**config.mk**
```make
export PLATFORM = sky130hd
export DESIGN_NAME = mux_func_unit_flat
export DESIGN_NICKNAME = d
export VERILOG_FILES = /design/src/rtl/mux_func_unit_if.sv /design/src/rtl/mux_func_unit.sv /design/src/flat_wrapper.sv
export SDC_FILE = /design/constraint.sdc
export NUM_CORES = 1
export LEC_CHECK = 0
export CAP_MARGIN = 20
export CORE_UTILIZATION = 40
export CTS_CLUSTER_SIZE = 30
export DETAILED_ROUTE_END_ITERATION = 7
export HOLD_SLACK_MARGIN = 0.03
export PLACE_DENSITY = 0.7
export SETUP_SLACK_MARGIN = 0.1
export SLEW_MARGIN = 20
export SYNTH_ARGS = -nofsm -noshare
export SYNTH_HDL_FRONTEND = slang
export SYNTH_SLANG_ARGS = --single-unit
export TNS_END_PERCENT = 100
```
**constraint.sdc**
```tcl
create_clock -name clk -period 1.2 [get_ports clk]
set_input_delay 0.18 -clock clk [delete_from_list [all_inputs] [get_ports clk]]
set_output_delay 0.18 -clock clk [all_outputs]
set_load 0.01 [all_outputs]
```
**src/rtl/mux_func_unit_if.sv**
```systemverilog
// Config-load and evaluation handshake bundle for mux_func_unit.
// Every transfer completes on a rising clk edge where valid & ready are both high.
interface mux_func_unit_if #(
  parameter int SEL_W = 2,
  parameter int DIN_W = 2,
  parameter int IDX_W = 1
);
  localparam int ENTRY_W = 2 + IDX_W;

  logic               cfg_start;
  logic               cfg_valid;
  logic [ENTRY_W-1:0] cfg_entry;
  logic               cfg_ready;
  logic               cfg_done;
  logic               in_valid;
  logic               in_ready;
  logic [SEL_W-1:0]   in_sel;
  logic [DIN_W-1:0]   in_data;
  logic               out_valid;
  logic               out_f;
  logic               out_err;

  modport master (
    output cfg_start, cfg_valid, cfg_entry, in_valid, in_sel, in_data,
    input  cfg_ready, cfg_done, in_ready, out_valid, out_f, out_err
  );

  modport slave (
    input  cfg_start, cfg_valid, cfg_entry, in_valid, in_sel, in_data,
    output cfg_ready, cfg_done, in_ready, out_valid, out_f, out_err
  );
endinterface

```
**src/rtl/mux_func_unit.sv**
```systemverilog
// Programmable Shannon-expansion mux: a 2^SEL_W-entry table maps each select code to 0, 1, d[idx] or ~d[idx].
// Optional SHADOW_CFG_EN: loads fill a shadow table that is copied to the active table on the last entry.
module mux_func_unit #(
  parameter int SEL_W = 2,
  parameter int DIN_W = 2,
  parameter int IDX_W = 1
) (
  input  logic                 clk,
  input  logic                 rst_n,
  mux_func_unit_if.slave       bus,
  output logic [1:0]           dbg_state_o
);
  localparam int ENTRY_W = 2 + IDX_W;
  localparam int DEPTH   = 1 << SEL_W;

  typedef enum logic [1:0] {
    ST_UNCFG = 2'd0,
    ST_LOAD  = 2'd1,
    ST_RUN   = 2'd2
  } state_e;

  state_e             state_q;
  logic [SEL_W-1:0]   cnt_q;
  logic [ENTRY_W-1:0] tbl_q [DEPTH];
`ifdef SHADOW_CFG_EN
  logic [ENTRY_W-1:0] shd_q [DEPTH];
`endif
  logic               cfg_ready_q;
  logic               cfg_done_q;
  logic               in_ready_q;
  logic               out_valid_q;
  logic               out_f_q;
  logic               out_err_q;

  logic               cfg_wr;
  logic               cfg_last;
  logic               in_acc;
  logic [ENTRY_W-1:0] sel_entry;
  logic               eval_f;
  logic               eval_err;

  // A cfg_start in the same cycle as cfg_valid restarts the load and drops the entry.
  assign cfg_wr   = bus.cfg_valid & cfg_ready_q & ~bus.cfg_start;
  assign cfg_last = cfg_wr & (cnt_q == SEL_W'(DEPTH - 1));
  assign in_acc   = bus.in_valid & in_ready_q;

  always_comb begin
    sel_entry = tbl_q[bus.in_sel];
    eval_f    = 1'b0;
    eval_err  = 1'b0;
    case (sel_entry[ENTRY_W-1 -: 2])
      2'b00:   eval_f = 1'b0;
      2'b01:   eval_f = 1'b1;
      default: begin
        // An index with no matching data input yields 0 and flags the error.
        eval_err = 1'b1;
        for (int k = 0; k < DIN_W; k++) begin
          if (int'(sel_entry[IDX_W-1:0]) == k) begin
            eval_err = 1'b0;
            eval_f   = bus.in_data[k] ^ sel_entry[ENTRY_W-2];
          end
        end
      end
    endcase
  end

  always_ff @(posedge clk or negedge rst_n) begin
    if (!rst_n) begin
      state_q     <= ST_UNCFG;
      cnt_q       <= '0;
      cfg_ready_q <= 1'b0;
      cfg_done_q  <= 1'b0;
      in_ready_q  <= 1'b0;
      out_valid_q <= 1'b0;
      out_f_q     <= 1'b0;
      out_err_q   <= 1'b0;
      for (int i = 0; i < DEPTH; i++) begin
        tbl_q[i] <= '0;
`ifdef SHADOW_CFG_EN
        shd_q[i] <= '0;
`endif
      end
    end else begin
      cfg_done_q  <= 1'b0;
      out_valid_q <= in_acc;
      if (in_acc) begin
        out_f_q   <= eval_f;
        out_err_q <= eval_err;
      end
      case (state_q)
        ST_UNCFG: begin
          if (bus.cfg_start) begin
            state_q     <= ST_LOAD;
            cnt_q       <= '0;
            cfg_ready_q <= 1'b1;
          end
        end
        ST_LOAD: begin
          if (bus.cfg_start) begin
            cnt_q <= '0;
          end else if (cfg_wr) begin
`ifdef SHADOW_CFG_EN
            shd_q[cnt_q] <= bus.cfg_entry;
`else
            tbl_q[cnt_q] <= bus.cfg_entry;
`endif
            if (cfg_last) begin
              state_q     <= ST_RUN;
              cnt_q       <= '0;
              cfg_ready_q <= 1'b0;
              cfg_done_q  <= 1'b1;
              in_ready_q  <= 1'b1;
`ifdef SHADOW_CFG_EN
              // Evaluations accepted on this edge still read the old active table.
              for (int i = 0; i < DEPTH; i++) begin
                tbl_q[i] <= (SEL_W'(i) == cnt_q) ? bus.cfg_entry : shd_q[i];
              end
`endif
            end else begin
              cnt_q <= cnt_q + SEL_W'(1);
            end
          end
        end
        ST_RUN: begin
          if (bus.cfg_start) begin
            state_q     <= ST_LOAD;
            cnt_q       <= '0;
            cfg_ready_q <= 1'b1;
`ifdef SHADOW_CFG_EN
            in_ready_q  <= 1'b1;
`else
            in_ready_q  <= 1'b0;
`endif
          end
        end
        default: begin
          state_q     <= ST_UNCFG;
          cfg_ready_q <= 1'b0;
          in_ready_q  <= 1'b0;
        end
      endcase
    end
  end

  assign bus.cfg_ready = cfg_ready_q;
  assign bus.cfg_done  = cfg_done_q;
  assign bus.in_ready  = in_ready_q;
  assign bus.out_valid = out_valid_q;
  assign bus.out_f     = out_f_q;
  assign bus.out_err   = out_err_q;
  assign dbg_state_o   = state_q;
endmodule

```
**src/flat_wrapper.sv**
```systemverilog
// flat-port wrapper written by rule: the top's interface ports become plain ports
module mux_func_unit_flat 
#(
  parameter int SEL_W = 2,
  parameter int DIN_W = 2,
  parameter int IDX_W = 1
)
  (clk, rst_n, dbg_state_o, bus_cfg_start, bus_cfg_valid, bus_cfg_entry, bus_in_valid, bus_in_sel, bus_in_data, bus_cfg_ready, bus_cfg_done, bus_in_ready, bus_out_valid, bus_out_f, bus_out_err);
  mux_func_unit_if #(.SEL_W(SEL_W), .DIN_W(DIN_W), .IDX_W(IDX_W)) bus_i ();
  input  logic clk;
  input  logic rst_n;
  output logic [1:0] dbg_state_o;
  input wire logic [$bits(bus_i.cfg_start)-1:0] bus_cfg_start;
  input wire logic [$bits(bus_i.cfg_valid)-1:0] bus_cfg_valid;
  input wire logic [$bits(bus_i.cfg_entry)-1:0] bus_cfg_entry;
  input wire logic [$bits(bus_i.in_valid)-1:0] bus_in_valid;
  input wire logic [$bits(bus_i.in_sel)-1:0] bus_in_sel;
  input wire logic [$bits(bus_i.in_data)-1:0] bus_in_data;
  output wire logic [$bits(bus_i.cfg_ready)-1:0] bus_cfg_ready;
  output wire logic [$bits(bus_i.cfg_done)-1:0] bus_cfg_done;
  output wire logic [$bits(bus_i.in_ready)-1:0] bus_in_ready;
  output wire logic [$bits(bus_i.out_valid)-1:0] bus_out_valid;
  output wire logic [$bits(bus_i.out_f)-1:0] bus_out_f;
  output wire logic [$bits(bus_i.out_err)-1:0] bus_out_err;
  assign bus_i.cfg_start = bus_cfg_start;
  assign bus_i.cfg_valid = bus_cfg_valid;
  assign bus_i.cfg_entry = bus_cfg_entry;
  assign bus_i.in_valid = bus_in_valid;
  assign bus_i.in_sel = bus_in_sel;
  assign bus_i.in_data = bus_in_data;
  assign bus_cfg_ready = bus_i.cfg_ready;
  assign bus_cfg_done = bus_i.cfg_done;
  assign bus_in_ready = bus_i.in_ready;
  assign bus_out_valid = bus_i.out_valid;
  assign bus_out_f = bus_i.out_f;
  assign bus_out_err = bus_i.out_err;
  mux_func_unit #(.SEL_W(SEL_W), .DIN_W(DIN_W), .IDX_W(IDX_W)) u_core (.clk(clk), .rst_n(rst_n), .bus(bus_i), .dbg_state_o(dbg_state_o));
endmodule
```
==> results.sh, run 1 <==
export IMPL_run_status="complete, but fails checks"
export IMPL_failed_checks="setup timing"
export IMPL_htree_num_levels=1
export IMPL_total_leakage_power_nw=0.774
export IMPL_critical_path_cell_chain="clkdlybuf4s50_1 -> nand3_4 -> nor3_4 -> buf_6 -> nand2_2 -> mux2_4"
export IMPL_dieHeight_um=53.2
export IMPL_total_global_route_track_usage_pct=17.9
export IMPL_vias_per_cell=5.18
export IMPL_timing_worst_setup_path_type="primary input to flop"
export IMPL_gpl_final_weighted_congestion=0.723
export IMPL_async_flop_share_pct=100
export IMPL_numPortBuffers=18
export IMPL_ios=20
export IMPL_irDropWorstVdd_mv=0.617
export IMPL_crit_arrival_ps=1630
export IMPL_ys_types=29
export IMPL_synth_seq_cells=21
export IMPL_drv_max_cap_violation_count=0
export IMPL_synth_area_in_xor_xnor_pct=0
export IMPL_synth_fp_nets=105
export IMPL_synth_top_family_by_area="multiplexers"
export IMPL_grt_max_degree=22
export IMPL_postSynthCellCount=89
export IMPL_drt_wirelength_per_cell_um=15.6
export IMPL_ys_flop_type="dfrtp_1"
export IMPL_count_of_final_setup_violators=18
export IMPL_synth_adder_area_share_pct=4.78
export IMPL_vias_in_the_first_global_route=770
export IMPL_fin_total_pwr_mw=1.28
export IMPL_grt_first_pass_wirelength_um=3500
export IMPL_initialDrtViolationCount=8
export IMPL_top_layer="met4"
export IMPL_initial_core_util_pct=42.3
export IMPL_yosysSeqAreaShare_pct=50.2
export IMPL_hp_class="primary input to asynchronous set/reset pin"
export IMPL_clock_skew_ps=10.1
export IMPL_placed_cells=147
export IMPL_synthToLayoutAreaGrowth_pct=55.1
export IMPL_detail_route_wirelength_um=2540
export IMPL_hold_violations=0
export IMPL_detailroute_via_count=844
export IMPL_syn_area_cell_um2=11.8
export IMPL_areal_power_density_over_the_cells_nw_per_um2=791
export IMPL_mostFrequentLayoutCell="dfrtp_1"
export IMPL_detail_route_drc_violations=0
export IMPL_rsz0062_at_grt="true"
export IMPL_die_w_um=53.2
export IMPL_drtAntennaViolNets=0
export IMPL_synth_enable_flop_cells=0
export IMPL_synth_compound_gate_area_share_pct=9.32
export IMPL_post_route_cells_drive_above_1_share_pct=57.9
export IMPL_post_synth_instance_area_um2=1050
export IMPL_drtPass1Iterations=3
export IMPL_layout_setup_ws_ps=-215
export IMPL_slowest_stage_cell_cp="clkdlybuf4s50_1"
export IMPL_number_of_diodes=0
export IMPL_required_ps=1410
export IMPL_detailed_place_hpwl_um=1500
export IMPL_finalCoreUtilization_pct=65.6
export IMPL_worst_path_dominant_cell_family="buffers and inverters"
export IMPL_layout_cells_non_filler=163
export IMPL_tns_ps=-2630
export IMPL_highest_fanout_seen_on_the_critical_path=3
export IMPL_synthDominantCellAreaShare_pct=50.2
export IMPL_leading_cell_types_in_the_layout_fill_and_taps_excluded="dfrtp_1, buf_4, buf_6"
export IMPL_clkTransAtPathRegs_ps=130
export IMPL_stdcell_area_um2=1620
export IMPL_cts_sink_count=21
export IMPL_ctsHoldBuffers=0
export IMPL_placement_cell_area_um2=1360
export IMPL_rows=18
export IMPL_cp_start_kind="primary input"
export IMPL_fmax_mhz=706
export IMPL_tritoncts_num_buffers=3
export IMPL_clock_latency_ps=310
export IMPL_dr_wl_met3_um=60
export IMPL_final_nets=150
export IMPL_timing_final_crit_period_ps=1420
export IMPL_met1_length_um=1130
export IMPL_post_synth_top_area_cell="dfrtp_1"
export IMPL_synth_area_mux_share_pct=20.9
export IMPL_post_synth_and_or_nand_nor_area_fraction_pct=10.0
export IMPL_floorplan_core_area_um2=2480
export IMPL_clk_path_buf_depth=2
export IMPL_maxSlewViolCount=0
export IMPL_critPathBufInv=2
export IMPL_number_of_antenna_violations_at_the_first_check_in_global_routing=0
export IMPL_synth_area_leaders="dfrtp_1, mux2_2, ha_1, mux2i_1, nand2_1"
export IMPL_clock_tree_root_cell="clkbuf_4"
export IMPL_met2_length_um=1340
export IMPL_clock_tree_from_tritoncts="yes"
export IMPL_synth_yosys_warnings=0
export IMPL_critPathCaptureType="flop"
export IMPL_dieArea_um2=2830
export IMPL_cpPeakStageDelay_ps=570
export IMPL_final_period_utilization_pct=118
export IMPL_globalRoute_totalOverflow=0
==> per-layer routing <==
| layer | track usage (%) | up-vias |
|---|---|---|
| li1 | - | 410 |
| met1 | 23.0 | 423 |
| met2 | 29.1 | 9 |
| met3 | 2.59 | 2 |
| met4 | 8.77 | 0 |
| met5 | 0 | - |
==> Yosys cell counts (all sizes together), types with 2 or more instances <==
library cell	n
mux2	13
a21oi	5
o221ai	2
mux2i	5
dfrtp	21
and2	2
nand2	8
buf	3
a22o	2
nand3	3
ha	4
inv	6
nor3	2
==> worst reg2reg max path, stage by stage, from the launching register on <==
cell and delay (ps):
dfrtp_1 440, nand3_4 110, nor3_4 220, buf_6 150
nand2_2 80, mux2_4 310
==> registers in the layout, indices dropped and copies added (netlist names) <==
name / count
u_core.bus.out_valid: 1
u_core.bus.cfg_ready: 1
u_core.tbl_q: 12
u_core.bus.in_ready: 1
u_core.bus.cfg_done: 1
u_core.dbg_state_o: 2
u_core.bus.out_f: 1
u_core.cnt_q: 2
==> final timing paths <==
| path | from | slack (ps) | cells after the start | endpoint |
|---|---|---|---|---|
| setup reg to reg | u_core.dbg_state_o[0]$_DFFE_PN0P_ | -200 | 5 | u_core.tbl_q[4]$_DFFE_PN0P_ |
| max in group asynchronous | rst_n | 750 | 2 | u_core.bus.cfg_ready$_DFFE_PN0P_ |
| setup / recovery | bus_cfg_valid | -220 | 6 | u_core.tbl_q[4]$_DFFE_PN0P_ |
| min in group clk | bus_in_sel[0] | 520 | 5 | u_core.bus.out_f$_DFFE_PN0P_ |
| hold reg to reg | u_core.tbl_q[8]$_DFFE_PN0P_ | 520 | 1 | u_core.tbl_q[8]$_DFFE_PN0P_ |
| hold / removal | rst_n | 210 | 2 | u_core.bus.out_valid$_DFF_PN0_ |
==> where the power goes <==
group | total, mW | switching, mW | internal, mW | leakage (nW)
Clock | 0.351 | 0.227 | 0.124 | 0.0177
Sequential | 0.754 | 0.0156 | 0.739 | 0.272
Combinational | 0.180 | 0.0753 | 0.104 | 0.484
==> timing repair <==
item	4_1_cts	5_1_grt
pin swaps	9	6
resized for setup	45	27
setup endpoints to repair	27	24
setup buffers	10	8
==> final cells by class <==
type | instances | area (um2)
inverter | 6 | 27.5
fill | 192 | 853
multi-input combinational | 58 | 612
clock buffer | 3 | 22.5
sequential | 21 | 529
tap | 30 | 37.5
timing repair buffer | 44 | 390
clock inverter | 1 | 5.00
==> cells by family after synthesis <==
kind of cell | Yosys count
AND/OR/NAND/NOR | 20
multiplexers | 19
AO/OA/AOI/OAI | 14
buffers and inverters | 10
flip-flops | 21
adder cells (fa/ha/maj) | 4
other | 1
==> stage by stage <==
stage	hold slack [ps]	setup WS (ps)
6_report	205	-215
3_5_place_dp	491	-496
4_1_cts	206	-136
5_1_grt	209	-258
3_3_place_gp	491	-454
2_1_floorplan	-116	-87.3
Power figures use the tool's default switching activity.
==> run 2: changes to the inputs <==
--- a/config.mk
+++ b/config.mk
@@ -12,7 +12,6 @@
 export HOLD_SLACK_MARGIN = 0.03
 export PLACE_DENSITY = 0.7
 export SETUP_SLACK_MARGIN = 0.1
-export SLEW_MARGIN = 20
 export SYNTH_ARGS = -nofsm -noshare
 export SYNTH_HDL_FRONTEND = slang
 export SYNTH_SLANG_ARGS = --single-unit
==> results of run 2 <==
The final DEF is identical to that of run 1; final timing and power are the same.
==> run 3: changes to the inputs <==
--- a/config.mk
+++ b/config.mk
@@ -5,12 +5,12 @@
 export SDC_FILE = /design/constraint.sdc
 export NUM_CORES = 1
 export LEC_CHECK = 0
-export CAP_MARGIN = 20
+export ABC_AREA = 1
 export CORE_UTILIZATION = 40
 export CTS_CLUSTER_SIZE = 30
 export DETAILED_ROUTE_END_ITERATION = 7
 export HOLD_SLACK_MARGIN = 0.03
-export PLACE_DENSITY = 0.7
+export PLACE_DENSITY = 0.69
 export SETUP_SLACK_MARGIN = 0.1
 export SYNTH_ARGS = -nofsm -noshare
 export SYNTH_HDL_FRONTEND = slang
==> run 3 against run 2 <==
Die area increased by 1.2%. Critical endpoint is now u_core.tbl_q[10]$_DFFE_PN0P_. Final cell count increased by 25%. Core utilization decreased by 4.1 points. The run still ends with setup timing left.
==> results.sh, run 3 <==
export IMPL_count_of_final_setup_violators=13
export IMPL_drtPass1Iterations=4
export IMPL_drt_wirelength_per_cell_um=11.3
export IMPL_yosys_cell_count_top_type="nand2_1"
export IMPL_slowest_stage_cell_cp="dfrtp_2"
export IMPL_irDropWorstVdd_mv=1.28
export IMPL_hp_class="primary input to asynchronous set/reset pin"
export IMPL_critical_path_cell_chain="buf_6 -> nor2_4 -> inv_2 -> nor3_4 -> nand2_2 -> nand2_1 -> o21ai_1"
export IMPL_syn_area_cell_um2=8.09
export IMPL_detailroute_via_count=967
export IMPL_nFillCells=219
export IMPL_detailed_place_hpwl_um=1620
export IMPL_dieHeight_um=53.5
export IMPL_placement_cell_area_um2=1360
export IMPL_multi_input_area_um2=503
export IMPL_layout_setup_ws_ps=-95.0
export IMPL_rsz0062_at_grt="true"
export IMPL_die_w_um=53.5
export IMPL_yosysSeqAreaShare_pct=49.6
export IMPL_worst_r2r_path_depth=7
export IMPL_number_of_antenna_violations_at_the_first_check_in_global_routing=0
export IMPL_maxSlewViolCount=0
export IMPL_clock_skew_ps=10.5
export IMPL_required_ps=1380
export IMPL_fmax_mhz=772
export IMPL_post_synth_instance_area_um2=1060
export IMPL_cp_start_kind="flop"
export IMPL_cts_sink_count=21
export IMPL_clock_tree_root_cell="clkbuf_4"
export IMPL_critPathBufInv=2
export IMPL_final_nets=190
export IMPL_failed_checks="setup timing"
export IMPL_clock_tree_from_tritoncts="yes"
export IMPL_regMostFlops="u_core.tbl_q"
export IMPL_clkTransAtPathRegs_ps=110
export IMPL_cpPeakStageDelay_ps=430
export IMPL_numPortBuffers=18
export IMPL_yosys_top_cells_count="nand2_1, dfrtp_1, inv_1, o21ai_1, nand3_1"
export IMPL_critPathCaptureType="flop"
export IMPL_vias_per_cell=4.76
export IMPL_highest_fanout_seen_on_the_critical_path=6
export IMPL_ys_flop_type="dfrtp_1"
export IMPL_largest_register_ffs=12
export IMPL_leading_cell_types_in_the_layout_fill_and_taps_excluded="nand2_1, dfrtp_1, inv_1, buf_4, o21ai_1"
export IMPL_timing_worst_setup_path_type="flop to flop"
export IMPL_drtAntennaViolNets=0
export IMPL_ys_types=20
export IMPL_gpl_final_weighted_congestion=0.849
export IMPL_clk_path_buf_depth=2
export IMPL_rows=18
export IMPL_run_status="complete, but fails checks"
export IMPL_htree_num_levels=1
export IMPL_placed_cells=187
export IMPL_dieArea_um2=2860
export IMPL_hold_violations=0
export IMPL_postSynthCellCount=131
export IMPL_number_of_diodes=0
export IMPL_timing_final_crit_period_ps=1300
export IMPL_synth_yosys_warnings=0
export IMPL_worst_path_dominant_cell_family="simple AND/OR/NAND/NOR gates"
export IMPL_total_leakage_power_nw=0.815
export IMPL_post_route_cells_drive_above_1_share_pct=31.8
export IMPL_crit_arrival_ps=1480
export IMPL_initial_core_util_pct=42.4
export IMPL_synth_fp_nets=147
export IMPL_synth_enable_flop_cells=0
export IMPL_initialDrtViolationCount=13
export IMPL_critical_path_depth=7
export IMPL_final_period_utilization_pct=108
export IMPL_layout_cells_non_filler=203
export IMPL_grt_first_pass_wirelength_um=3650
export IMPL_floorplan_core_area_um2=2500
export IMPL_critical_r2r_launch="u_core.dbg_state_o[1]$_DFFE_PN0P_"
export IMPL_async_flop_share_pct=100
export IMPL_total_global_route_track_usage_pct=18.0
export IMPL_globalRoute_totalOverflow=0
export IMPL_detail_route_drc_violations=0
export IMPL_finalCoreUtilization_pct=61.5
export IMPL_startpoint="u_core.dbg_state_o[1]$_DFFE_PN0P_"
export IMPL_mostFrequentLayoutCell="nand2_1"
export IMPL_synthToLayoutAreaGrowth_pct=45.0
export IMPL_clock_latency_ps=300
export IMPL_dp_slack_ps=-288
export IMPL_synth_area_leaders="dfrtp_1, nand2_1, inv_1, ha_1, o21ai_1"
export IMPL_drv_max_cap_violation_count=0
export IMPL_grt_max_degree=22
export IMPL_vias_in_the_first_global_route=889
export IMPL_detail_route_wirelength_um=2300
export IMPL_post_synth_top_area_cell="dfrtp_1"
export IMPL_ctsHoldBuffers=0
export IMPL_seqCellArea_um2=528
export IMPL_synthDominantCellAreaShare_pct=49.6
export IMPL_areal_power_density_over_the_cells_nw_per_um2=1900
export IMPL_tritoncts_num_buffers=3
export IMPL_synth_seq_cells=21
export IMPL_stdcell_area_um2=1540
export IMPL_ios=20
==> run 3: changes by cell type after synthesis, moves of 4 or more <==
cell | previous run | this run
nand3_1 | 3 | 7
inv_1 | 6 | 21
o21ai_1 | 0 | 10
nand2_1 | 7 | 41
mux2_2 | 13 | 0
mux2i_1 | 5 | 0
o21ai_0 | 1 | 6
a21oi_1 | 5 | 1
==> run 3: worst paths after layout <==
kind | end | slack [ps]
setup reg to reg | u_core.tbl_q[10]$_DFFE_PN0P_ | -100
min in group clk | u_core.bus.out_valid$_DFF_PN0_ | 440
hold / removal | u_core.cnt_q[0]$_DFFE_PN0P_ | 210
setup / recovery | u_core.tbl_q[10]$_DFFE_PN0P_ | -100
max in group asynchronous | u_core.dbg_state_o[1]$_DFFE_PN0P_ | 760
hold reg to reg | u_core.tbl_q[5]$_DFFE_PN0P_ | 500
==> run 3: cell families after synthesis <==
| logic type | count (synthesis) | synth area share, % |
|---|---|---|
| adder cells (fa/ha/maj) | 4 | 4.72 |
| buffers and inverters | 25 | 9.33 |
| AO/OA/AOI/OAI | 19 | 9.21 |
| other | 1 | 0.354 |
| flip-flops | 21 | 49.6 |
| AND/OR/NAND/NOR | 61 | 26.8 |
==> run 3: power by group <==
part	switching [mW]	leakage (nW)	internal [mW]	total, mW
logic	0.715	0.533	0.734	1.45
clock network	0.198	0.0177	0.124	0.322
registers	0.162	0.264	0.981	1.14
total	1.07	0.815	1.84	2.91
==> run 3: through the flow <==
step / TNS (ps) / hold slack [ps] / total power [mW]
after floorplan: 0 / -116 / 1.78
after global placement: -3200 / 464 / 2.19
after detailed placement: -3970 / 481 / 2.23
after CTS: -1460 / 212 / 2.80
after global routing: -1780 / 227 / 3.15
final: -875 / 212 / 2.91
==> run 3: per-layer routing <==
layer	share of wire (%)	GRT usage [%]
met2	53	32.5
met1	44	21.8
met4	0.39	5.26
met3	2.6	2.59
met5	0	0
==> run 3: repair_timing <==
action                                  in CTS  in global routing
pin swaps                                    9                 15
gates resized for setup                     38                 15
cloned                                       0                  0
buffers inserted                             9                  4
endpoints found under the setup margin      25                 25
==> run 3: area by class of cell <==
| cell class | instances | area share, % |
|---|---|---|
| Timing Repair Buffer | 40 | 22.9 |
| Multi-Input combinational cell | 85 | 32.7 |
| Clock inverter | 1 | 0.326 |
| Inverter | 23 | 5.78 |
| Tap cell | 30 | 2.44 |
| Sequential cell | 21 | 34.4 |
| Clock buffer | 3 | 1.47 |
